### config.mk
export PLATFORM = sky130hd
export DESIGN_NAME = lcd_time_string_gen
export DESIGN_NICKNAME = d
export VERILOG_FILES = /design/src/rtl/lcd_pkg.sv /design/src/rtl/lcd_hour_fmt.sv /design/src/rtl/lcd_time_string_gen.sv
export SDC_FILE = /design/constraint.sdc
export NUM_CORES = 1
export LEC_CHECK = 0
export CAP_MARGIN = 30
export CORE_AREA = 2 2 123 125
export CTS_BUF_LIST = sky130_fd_sc_hd__clkbuf_16
export DETAILED_ROUTE_END_ITERATION = 6
export DIE_AREA = 0 0 125 127
export PLACE_DENSITY = 0.54
export SETUP_SLACK_MARGIN = 0.5
export SLEW_MARGIN = 10
export SYNTH_ARGS = -nofsm -noshare
export SYNTH_HDL_FRONTEND = slang
export SYNTH_HIERARCHICAL = 1
export SYNTH_SLANG_ARGS = --single-unit
### constraint.sdc
create_clock -name clk -period 14.1 [get_ports clk]
set_clock_uncertainty 0.05 [all_clocks]
set_input_delay 2.82 -clock clk [delete_from_list [all_inputs] [get_ports clk]]
set_output_delay 2.82 -clock clk [all_outputs]
set_load 0.05 [all_outputs]
### src/rtl/lcd_pkg.sv
// lcd_pkg: shared constants for the LCD clock-string generator.
//   ASCII codes used in the time field, edit-field encoding and small helpers
//   for index sizing and BCD digit rendering.
package lcd_pkg;

   localparam logic [7:0] CH_SPACE  = 8'h20;
   localparam logic [7:0] CH_COLON  = 8'h3A;
   localparam logic [7:0] CH_QMARK  = 8'h3F;
   localparam logic [7:0] CH_DIGIT0 = 8'h30;
   localparam logic [7:0] CH_A      = 8'h41;
   localparam logic [7:0] CH_P      = 8'h50;
   localparam logic [7:0] CH_M      = 8'h4D;

   localparam logic [1:0] EDIT_NONE = 2'd0;
   localparam logic [1:0] EDIT_HOUR = 2'd1;
   localparam logic [1:0] EDIT_MIN  = 2'd2;
   localparam logic [1:0] EDIT_SEC  = 2'd3;

   // Minimum index width able to address every character cell.
   function automatic int idx_w_for(input int cols, input int rows);
      return (cols * rows <= 2) ? 1 : $clog2(cols * rows);
   endfunction

   // Renders one BCD digit; anything above max is shown as '?'.
   function automatic logic [7:0] bcd_char(input logic [3:0] d, input logic [3:0] max);
      return (d > max) ? CH_QMARK : (CH_DIGIT0 + {4'h0, d});
   endfunction

endpackage

### src/rtl/lcd_hour_fmt.sv
// lcd_hour_fmt: combinational hour formatter.
//   hour_10_i/hour1_i : BCD 24h hour
//   mode_12h_i        : 1 = 12h rendering (leading zero as space), 0 = 24h
//   tens_ch_o/units_ch_o : ASCII hour characters ('?' when hour invalid)
//   pm_o              : hour >= 12
//   invalid_o         : hour not a valid BCD value in 0..23
module lcd_hour_fmt
   import lcd_pkg::*;
(
   input  logic [3:0] hour_10_i,
   input  logic [3:0] hour1_i,
   input  logic       mode_12h_i,
   output logic [7:0] tens_ch_o,
   output logic [7:0] units_ch_o,
   output logic       pm_o,
   output logic       invalid_o
);

   logic [7:0] h24;
   logic [7:0] h12;
   logic       tens12;

   always_comb begin
      invalid_o = (hour_10_i > 4'd2) || (hour1_i > 4'd9) ||
                  ((hour_10_i == 4'd2) && (hour1_i > 4'd3));
      h24  = 8'(hour_10_i) * 8'd10 + 8'(hour1_i);
      pm_o = (h24 >= 8'd12);
      // 0 -> 12 AM, 13..23 -> 1..11 PM
      if (h24 == 8'd0)       h12 = 8'd12;
      else if (h24 > 8'd12)  h12 = h24 - 8'd12;
      else                   h12 = h24;
      tens12 = (h12 >= 8'd10);

      if (mode_12h_i) begin
         tens_ch_o  = tens12 ? (CH_DIGIT0 + 8'd1) : CH_SPACE;
         units_ch_o = CH_DIGIT0 + (tens12 ? (h12 - 8'd10) : h12);
      end else begin
         tens_ch_o  = CH_DIGIT0 + {4'h0, hour_10_i};
         units_ch_o = CH_DIGIT0 + {4'h0, hour1_i};
      end

      if (invalid_o) begin
         tens_ch_o  = CH_QMARK;
         units_ch_o = CH_QMARK;
      end
   end

endmodule

### src/rtl/lcd_time_string_gen.sv
// lcd_time_string_gen: maps an LCD character index to ASCII for a COLS x ROWS
// display with an HH:MM:SS [AM|PM] field at (TIME_ROW, TIME_COL).
//   clk, rst (sync, active low)
//   req/index        : one character request per cycle, index = row*COLS+col
//   hour_10..sec1    : live BCD time (24h source)
//   mode_12h, edit_sel : display mode and field under edit (blinks)
//   out/out_valid    : registered answer, valid one cycle after req
// A request for index 0 snapshots the time/mode/edit/blink state so a whole
// frame renders one coherent time even if the counters tick mid-frame.
module lcd_time_string_gen
   import lcd_pkg::*;
#(
   parameter int COLS      = 16,
   parameter int ROWS      = 2,
   parameter int TIME_ROW  = 1,
   parameter int TIME_COL  = 0,
   parameter int IDX_W     = 5,
   parameter int BLINK_DIV = 25000000
) (
   input  logic             clk,
   input  logic             rst,
   input  logic             req,
   input  logic [IDX_W-1:0] index,
   input  logic [3:0]       hour_10,
   input  logic [3:0]       hour1,
   input  logic [3:0]       min_10,
   input  logic [3:0]       min1,
   input  logic [3:0]       sec_10,
   input  logic [3:0]       sec1,
   input  logic             mode_12h,
   input  logic [1:0]       edit_sel,
   output logic [7:0]       out,
   output logic             out_valid
);

   localparam int               CNT_W = (BLINK_DIV > 2) ? $clog2(BLINK_DIV) : 1;
   localparam logic [IDX_W:0]   BASE  = (IDX_W+1)'(TIME_ROW * COLS + TIME_COL);
   localparam logic [CNT_W-1:0] CNT_MAX = CNT_W'(BLINK_DIV - 1);

   logic [CNT_W-1:0] cnt_q, cnt_d;
   logic             blink_q, blink_d;
   logic [3:0]       fr_h10_q, fr_h1_q, fr_m10_q, fr_m1_q, fr_s10_q, fr_s1_q;
   logic             fr_mode_q, fr_blink_q;
   logic [1:0]       fr_edit_q;
   logic [7:0]       out_q, ch_d;
   logic             vld_q;

   // Index 0 answers from live inputs (it is the one that loads the frame).
   logic       use_live;
   logic [3:0] s_h10, s_h1, s_m10, s_m1, s_s10, s_s1;
   logic       s_mode, s_blink;
   logic [1:0] s_edit;

   assign use_live = (index == '0);
   assign s_h10   = use_live ? hour_10  : fr_h10_q;
   assign s_h1    = use_live ? hour1    : fr_h1_q;
   assign s_m10   = use_live ? min_10   : fr_m10_q;
   assign s_m1    = use_live ? min1     : fr_m1_q;
   assign s_s10   = use_live ? sec_10   : fr_s10_q;
   assign s_s1    = use_live ? sec1     : fr_s1_q;
   assign s_mode  = use_live ? mode_12h : fr_mode_q;
   assign s_edit  = use_live ? edit_sel : fr_edit_q;
   assign s_blink = use_live ? blink_q  : fr_blink_q;

   logic [7:0] hr_tens, hr_units;
   logic       hr_pm, hr_inv;

   lcd_hour_fmt u_hour (
      .hour_10_i  (s_h10),
      .hour1_i    (s_h1),
      .mode_12h_i (s_mode),
      .tens_ch_o  (hr_tens),
      .units_ch_o (hr_units),
      .pm_o       (hr_pm),
      .invalid_o  (hr_inv)
   );

   // Address decode relative to the start of the time field.
   logic [IDX_W:0] widx, rel;
   logic           in_field;
   logic [3:0]     off;
   logic           blank_h, blank_m, blank_s;

   assign widx     = {1'b0, index};
   assign rel      = widx - BASE;
   assign in_field = (widx >= BASE) && (rel < (IDX_W+1)'(11));
   assign off      = rel[3:0];
   assign blank_h  = (s_edit == EDIT_HOUR) && !s_blink;
   assign blank_m  = (s_edit == EDIT_MIN)  && !s_blink;
   assign blank_s  = (s_edit == EDIT_SEC)  && !s_blink;

   always_comb begin
      ch_d = CH_SPACE;
      if (in_field) begin
         case (off)
            4'd0:       ch_d = blank_h ? CH_SPACE : hr_tens;
            4'd1:       ch_d = blank_h ? CH_SPACE : hr_units;
            4'd2, 4'd5: ch_d = CH_COLON;
            4'd3:       ch_d = blank_m ? CH_SPACE : bcd_char(s_m10, 4'd5);
            4'd4:       ch_d = blank_m ? CH_SPACE : bcd_char(s_m1, 4'd9);
            4'd6:       ch_d = blank_s ? CH_SPACE : bcd_char(s_s10, 4'd5);
            4'd7:       ch_d = blank_s ? CH_SPACE : bcd_char(s_s1, 4'd9);
            // An invalid hour makes the A/P letter unknowable; 'M' stays.
            4'd9:       if (s_mode) ch_d = hr_inv ? CH_QMARK : (hr_pm ? CH_P : CH_A);
            4'd10:      if (s_mode) ch_d = CH_M;
            default:    ch_d = CH_SPACE;
         endcase
      end
   end

   // Free-running blink timebase, independent of requests.
   always_comb begin
      cnt_d   = cnt_q + CNT_W'(1);
      blink_d = blink_q;
      if (cnt_q == CNT_MAX) begin
         cnt_d   = '0;
         blink_d = ~blink_q;
      end
   end

   always_ff @(posedge clk) begin
      if (!rst) begin
         cnt_q      <= '0;
         blink_q    <= 1'b1;
         fr_h10_q   <= '0;
         fr_h1_q    <= '0;
         fr_m10_q   <= '0;
         fr_m1_q    <= '0;
         fr_s10_q   <= '0;
         fr_s1_q    <= '0;
         fr_mode_q  <= 1'b0;
         fr_edit_q  <= EDIT_NONE;
         fr_blink_q <= 1'b1;
         out_q      <= 8'h00;
         vld_q      <= 1'b0;
      end else begin
         cnt_q   <= cnt_d;
         blink_q <= blink_d;
         vld_q   <= req;
         if (req) begin
            out_q <= ch_d;
            if (use_live) begin
               fr_h10_q   <= hour_10;
               fr_h1_q    <= hour1;
               fr_m10_q   <= min_10;
               fr_m1_q    <= min1;
               fr_s10_q   <= sec_10;
               fr_s1_q    <= sec1;
               fr_mode_q  <= mode_12h;
               fr_edit_q  <= edit_sel;
               fr_blink_q <= blink_q;
            end
         end
      end
   end

   assign out       = out_q;
   assign out_valid = vld_q;

endmodule

==> qor.yml, run 1 <==
yosys:
  synth-main-ff-cell: "dfxtp_1"
  synth_edf_count: 0
  async_flop_share_pct: 0
  seq_area_frac_synth_pct: 29.56
  postSynthCellCount: 541
  yosysWarnings: 6
  syn_area_sq_mm: 0.004267
  synth_cell_types: 72
  syn-mean-instance-area_sq_um: 7.886
  yosys_register_bits: 63
clocking:
  clkSinkCount: 63
  cts_resized: 0
  cts_made_buffers: 9
  clk_pin_slew_ns: 0.06
  clockBufferDepth: 2
  cts_hold_buf: 0
  clk_latency_ns: 0.34
  cts_tree: "done"
  cts_setup_buffers: 0
  h-tree-depth: 3
  cts_root_buffer: "clkbuf_16"
floorplanning:
  start_util_pct: 29.58
  die_w_microns: 125
  placeableCoreArea_sq_mm: 0.01442
  die_area_sq_mm: 0.01588
  row_count: 44
  die_h_microns: 127
  io_pins: 44
setup_path:
  cp-start-kind: "input port"
  cp_slowest_stage_delay_ns: 0.75
  path_cells: "clkdlybuf4s50_1 > or4_1 > or2_0 > nand2_1 > nand2_1 > ha_1 > ha_1 > inv_1 > fa_1 > xnor2_1 > or4b_1 > a32oi_2 > and4_4 > mux2i_1 > ha_1 > nand2b_1 > a21oi_1 > or3_1 > ha_1 > nand2_1 > a2111oi_0 > a21oi_1 > o31a_1"
  critPathCaptureType: "flip-flop"
  critical_path_cell_count: 23
  crit_path_top_delay_cell: "or4_1"
  critPathBufInv: 2
  worstPathArrival_ns: 9.56
  path_class: "in2reg"
  reg2reg_slack_ns: 8.64
  r2r-end: "out[5]"
  rr_worst_depth: 20
  timing.critical_path.mode_cell: "ha_1"
  cp_max_fo: 13
  rr_startpoint: "fr_h10_q[3]"
  crit_family: "simple AND/OR/NAND/NOR gates"
  crit_required_ns: 14.28
finish:
  nets: 626
  drive_gt1_share_pct: 8.763
  mostFrequentLayoutCell: "nand2_1"
  n_antenna_cell: 0
  final_area_sq_mm: 0.005149
  mostFrequentLayoutCells: "nand2_1, dfxtp_1, nor2_1"
  fillCellCount: 1542
  area_growth_pct: 20.67
  final_core_util_pct: 35.70
  fin_cells: 766
placement:
  dp_hpwl_microns: 8014
  gp_congestion: 0.8541
  place_inst: 748
  dpl_cell_area_sq_mm: 0.004846
  portBuffers: 43
grt:
  grt_pass1_vias: 3748
  overflow: 0
  antenna_found_initial: 0
  grt_usage_pct: 13.93
  grt_max_degree: 40
  grt_first_pass_wirelength_microns: 18130
power_and_ir_drop:
  p_sw_share_pct: 31.20
  p_sw_mw: 0.1663
  p_int_mw: 0.3667
  leakagePower_nw: 2.032
  vdd_ir_drop_max_uv: 60.84
  clkPwrFrac_pct: 37.9
  pwr-share-comb_pct: 27.7
  seq_power_share_pct: 34.5
  power_density_mw_per_mm2: 103.5
drt:
  wl_per_cell_microns: 14.10
  drc_errors: 0
  dr.pass1.iters: 5
  top_layer_used: "met4"
  drt-total-wl_microns: 10800
  vias: 3838
  viasPerCell: 5.010
  initialDrtViolationCount: 280
  met1_length_microns: 4971
  route.met2.wl_microns: 5267
  wl_met3_microns: 440
  ant_nets: 0
sta:
  fin_crit_ns: 9.385
  rsz0062_at_grt: "no"
  hold_viol: 0
  max_slew.worst_pin.slew_ns: 0.7207
  maxSlewHeadroom_pct: 51.58
  fin_crit_sh_pct: 66.56
  report.final.setup_viol: 0
  tns_ns: 0
  drv_slew: 0
  timing.fmax_ghz: 0.1066
hold_path:
  hp-class: "reg2reg"
  hold_end: "fr_m1_q[0]"
  min_from: "fr_m1_q[0]"
  min_path_cells: 2
flow_run:
  max_cap_violations: 0
outcome:
  status: "completed"
sequential cells by signal, indices dropped and copies added, names as in the netlist:
register    cells
fr_blink_q      1
out_valid       1
blink_q         1
fr_s1_q         4
fr_mode_q       1
fr_edit_q       2
out             8
fr_h10_q        4
fr_m10_q        4
fr_m1_q         4
fr_h1_q         4
cnt_q          25
fr_s10_q        4
synthesized netlist by cell type, types with 3 or more instances:
| cell type | n | area share (%) |
|---|---|---|
| o21ai_1 | 3 | 0.35 |
| nand4_1 | 9 | 1.3 |
| nand3_1 | 15 | 1.8 |
| dfxtp_1 | 63 | 30 |
| o211ai_1 | 6 | 1.1 |
| xor2_1 | 18 | 3.7 |
| nor4_1 | 3 | 0.44 |
| ha_1 | 12 | 3.5 |
| a21oi_1 | 17 | 2.0 |
| and2_1 | 3 | 0.44 |
| and3_1 | 3 | 0.44 |
| a21o_1 | 9 | 1.6 |
| xnor2_1 | 12 | 2.5 |
| o21ai_0 | 17 | 2.0 |
| or2_2 | 10 | 1.5 |
| o221a_2 | 3 | 0.79 |
| nor2_1 | 44 | 3.9 |
| nor3_1 | 18 | 2.1 |
| nand3b_1 | 11 | 1.9 |
| nand2b_1 | 10 | 1.5 |
| and4_1 | 6 | 1.2 |
| or3_1 | 3 | 0.44 |
| o311a_1 | 3 | 0.70 |
| o211a_1 | 10 | 2.3 |
| clkbuf_1 | 16 | 1.4 |
| buf_4 | 4 | 0.70 |
| o21a_1 | 4 | 0.70 |
| mux2i_1 | 10 | 2.3 |
| inv_1 | 22 | 1.9 |
| nor3b_1 | 3 | 0.53 |
| a21boi_1 | 3 | 0.53 |
| a21boi_0 | 18 | 3.2 |
| nor2b_1 | 9 | 1.3 |
| nand2_1 | 90 | 7.9 |
through the flow:
| stage | total power [mW] | hold slack, ns | worst slack (ns) |
|---|---|---|---|
| floorplan | 0.2988 | 0.3799 | 5.273 |
| global placement | 0.3306 | 0.3937 | 4.279 |
| detailed placement | 0.3336 | 0.4083 | 4.098 |
| CTS | 0.5399 | 0.4154 | 4.436 |
| global route | 0.5664 | 0.4523 | 4.301 |
| finish | 0.5330 | 0.4128 | 4.715 |
kinds of logic (layout without fill, tap and decap cells):
| family | count (synthesis) | after routing | synth area share [%] |
|---|---|---|---|
| simple gates | 253 | 253 | 30.18 |
| compound gates | 118 | 118 | 21.00 |
| flops | 63 | 63 | 29.56 |
| buf+inv | 46 | 86 | 4.458 |
| xor+xnor | 31 | 31 | 6.540 |
| fa+ha+maj | 14 | 14 | 4.457 |
| mux | 14 | 14 | 3.636 |
| other cells | 2 | 3 | 0.1760 |
power by group through the flow:
stage | sequential, mW | clock [mW] | combinational [mW]
final | 0.184 | 0.202 | 0.147
after global routing | 0.184 | 0.219 | 0.164
after floorplan | 0.189 | 0 | 0.109
after global placement | 0.188 | 0 | 0.143
after detailed placement | 0.188 | 0 | 0.146
after CTS | 0.184 | 0.209 | 0.147
cell type report:
type                       count  area (sq um)  share of cell area (%)
clock buffer                   9         225.2                   4.374
clock inverter                 7         47.55                  0.9235
inverter                      22         82.58                   1.604
multi-input combinational    433          2819                   54.75
sequential                    63          1261                   24.50
tap                          184         230.2                   4.471
timing repair buffer          48         483.0                   9.380
routing by layer:
| metal | GRT usage (%) | up-vias |
|---|---|---|
| met4 | 3.856 | 0 |
| li1 | - | 1977 |
| met3 | 3.936 | 12 |
| met1 | 17.20 | 1787 |
| met5 | 0 | - |
| met2 | 23.88 | 62 |
worst register-to-register path: stages (launching register included):
cell,delay (ns)
dfxtp_1,0.31
nand2_1,0.05
nand2_1,0.17
ha_1,0.34
ha_1,0.16
inv_1,0.06
fa_1,0.42
xnor2_1,0.25
or4b_1,0.53
a32oi_2,0.28
and4_4,0.28
mux2i_1,0.41
ha_1,0.25
nand2b_1,0.22
a21oi_1,0.09
or3_1,0.36
ha_1,0.28
nand2_1,0.04
a2111oi_0,0.41
a21oi_1,0.11
o31a_1,0.29
worst max path at each step:
stage                   from     end  slack (ns)
CTS                 index[0]  out[5]        4.44
global placement    index[0]  out[5]        4.28
detailed placement  index[0]  out[5]        4.10
floorplan           index[2]  out[5]        5.27
finish              index[2]  out[5]        4.72
global route        index[2]  out[5]        4.30
Note: power is estimated with default switching activity, not from simulation.
==> inputs of run 2 (changes only) <==
==> constraint.sdc (replaced) <==
create_clock -name clk -period 8.8 [get_ports clk]
set_clock_uncertainty 0.05 [all_clocks]
set_input_delay 1.76 -clock clk [delete_from_list [all_inputs] [get_ports clk]]
set_output_delay 1.76 -clock clk [all_outputs]
set_load 0.05 [all_outputs]
==> qor.yml, run 2 (synthesis gave the netlist of run 1 again) <==
clocking:
  clockBufferDepth: 2
  cts_root_buffer: "clkbuf_16"
  clk_pin_slew_ns: 0.06
  cts_made_buffers: 9
  h-tree-depth: 3
  clk_latency_ns: 0.33
  cts_hold_buf: 0
  cts_tree: "done"
  clkSinkCount: 63
setup_path:
  worstPathArrival_ns: 7.95
  cp_max_fo: 6
  reg2reg_slack_ns: 3.61
  cp-start-kind: "input port"
  rr_worst_depth: 19
  critPathCaptureType: "flip-flop"
  crit_required_ns: 8.97
  path_class: "in2reg"
placement:
  place_inst: 755
  dpl_cell_area_sq_mm: 0.004898
  portBuffers: 43
  gp_congestion: 0.8758
  dp_hpwl_microns: 8136
  dp_slack_ns: 0.5327
finish:
  drive_gt1_share_pct: 10.17
  fin_cells: 774
  n_antenna_cell: 0
  mostFrequentLayoutCell: "nand2_1"
  area_growth_pct: 22.02
  fillCellCount: 1534
  mostFrequentLayoutCells: "nand2_1, dfxtp_1, nor2_1"
  nets: 634
  regMostFlops: "cnt_q"
  final_area_sq_mm: 0.005206
  largest_register_ffs: 25
sta:
  max_slew.worst_pin.slew_ns: 0.9202
  rsz0062_at_grt: "no"
  timing.fmax_ghz: 0.1285
  fin_crit_sh_pct: 88.46
  setup_slack_ns: 1.015
  tns_ns: 0
  maxSlewHeadroom_pct: 38.65
  report.final.setup_viol: 0
  hold_viol: 0
  fin_crit_ns: 7.785
  drv_slew: 0
power_and_ir_drop:
  vdd_ir_drop_max_uv: 84.36
  power_density_mw_per_mm2: 165.5
  leakagePower_nw: 2.067
  p_total_mw: 0.8615
grt:
  overflow: 0
  grt_max_degree: 39
  grt_usage_pct: 14.08
  grt_pass1_vias: 3786
  grt_first_pass_wirelength_microns: 18460
  antenna_found_initial: 0
floorplanning:
  row_count: 44
  die_h_microns: 127
  placeableCoreArea_sq_mm: 0.01442
  io_pins: 44
  die_w_microns: 125
  start_util_pct: 29.58
  die_area_sq_mm: 0.01588
drt:
  drt-total-wl_microns: 10710
  viasPerCell: 4.990
  ant_nets: 0
  vias: 3862
  drc_errors: 0
  wl_per_cell_microns: 13.83
  initialDrtViolationCount: 284
  dr.pass1.iters: 4
hold_path:
  min_path_cells: 2
  hp-class: "reg2reg"
flow_run:
  max_cap_violations: 0
outcome:
  status: "completed"
run 2: through the flow:
stage | hold WS (ns) | util [%]
floorplan | 0.3799 | -
global placement | 0.3923 | 33.96
detailed placement | 0.3998 | 33.96
CTS | 0.4070 | 35.85
global route | 0.4379 | 36.09
finish | 0.4042 | 36.09
run 2: timing repair:
action	in CTS	in global routing
endpoints found under the setup margin	0	1
buffers inserted	0	3
resized for setup	0	2
run 2: path summary, 6_finish.rpt:
path	start	to
setup reg to reg	fr_h10_q[1]	out[5]
hold reg to reg	fr_m1_q[0]	fr_m1_q[0]
setup / recovery	index[2]	out[5]
hold / removal	fr_m1_q[0]	fr_m1_q[0]
run 2: area by class of cell:
cell class | count | area (sq um) | share of cell area [%]
inverter | 22 | 82.58 | 1.586
multi-input combinational | 433 | 2831 | 54.39
timing repair buffer | 56 | 528.0 | 10.14
tap | 184 | 230.2 | 4.422
clock buffer | 9 | 225.2 | 4.326
clock inverter | 7 | 47.55 | 0.9132
sequential | 63 | 1261 | 24.22
run 2: per-layer routing:
metal / part of all wire (%) / GRT usage (%)
met1: 47 / 17.88
met2: 49 / 23.98
met3: 3.5 / 3.434
met4: 1.2 / 3.791
met5: 0 / 0
run 2: where the power goes:
part           switching (mW)  internal, mW  total, mW
sequential            0.00342         0.291      0.294
clock                   0.131         0.190      0.321
combinational           0.131         0.116      0.246
run 2: worst max-delay path: stages:
cell	delay [ns]
clkdlybuf4s50_1	0.41
or4_1	0.68
or2_0	0.32
nand2_1	0.09
nand2_1	0.10
ha_1	0.31
ha_1	0.16
inv_1	0.06
fa_1	0.61
or4b_1	0.49
a32oi_2	0.31
and4_4	0.31
mux2i_4	0.30
ha_1	0.21
nand2b_1	0.22
a21oi_1	0.09
or3_1	0.36
ha_1	0.28
nand2_1	0.04
a2111oi_0	0.42
a21oi_1	0.12
o31a_1	0.28
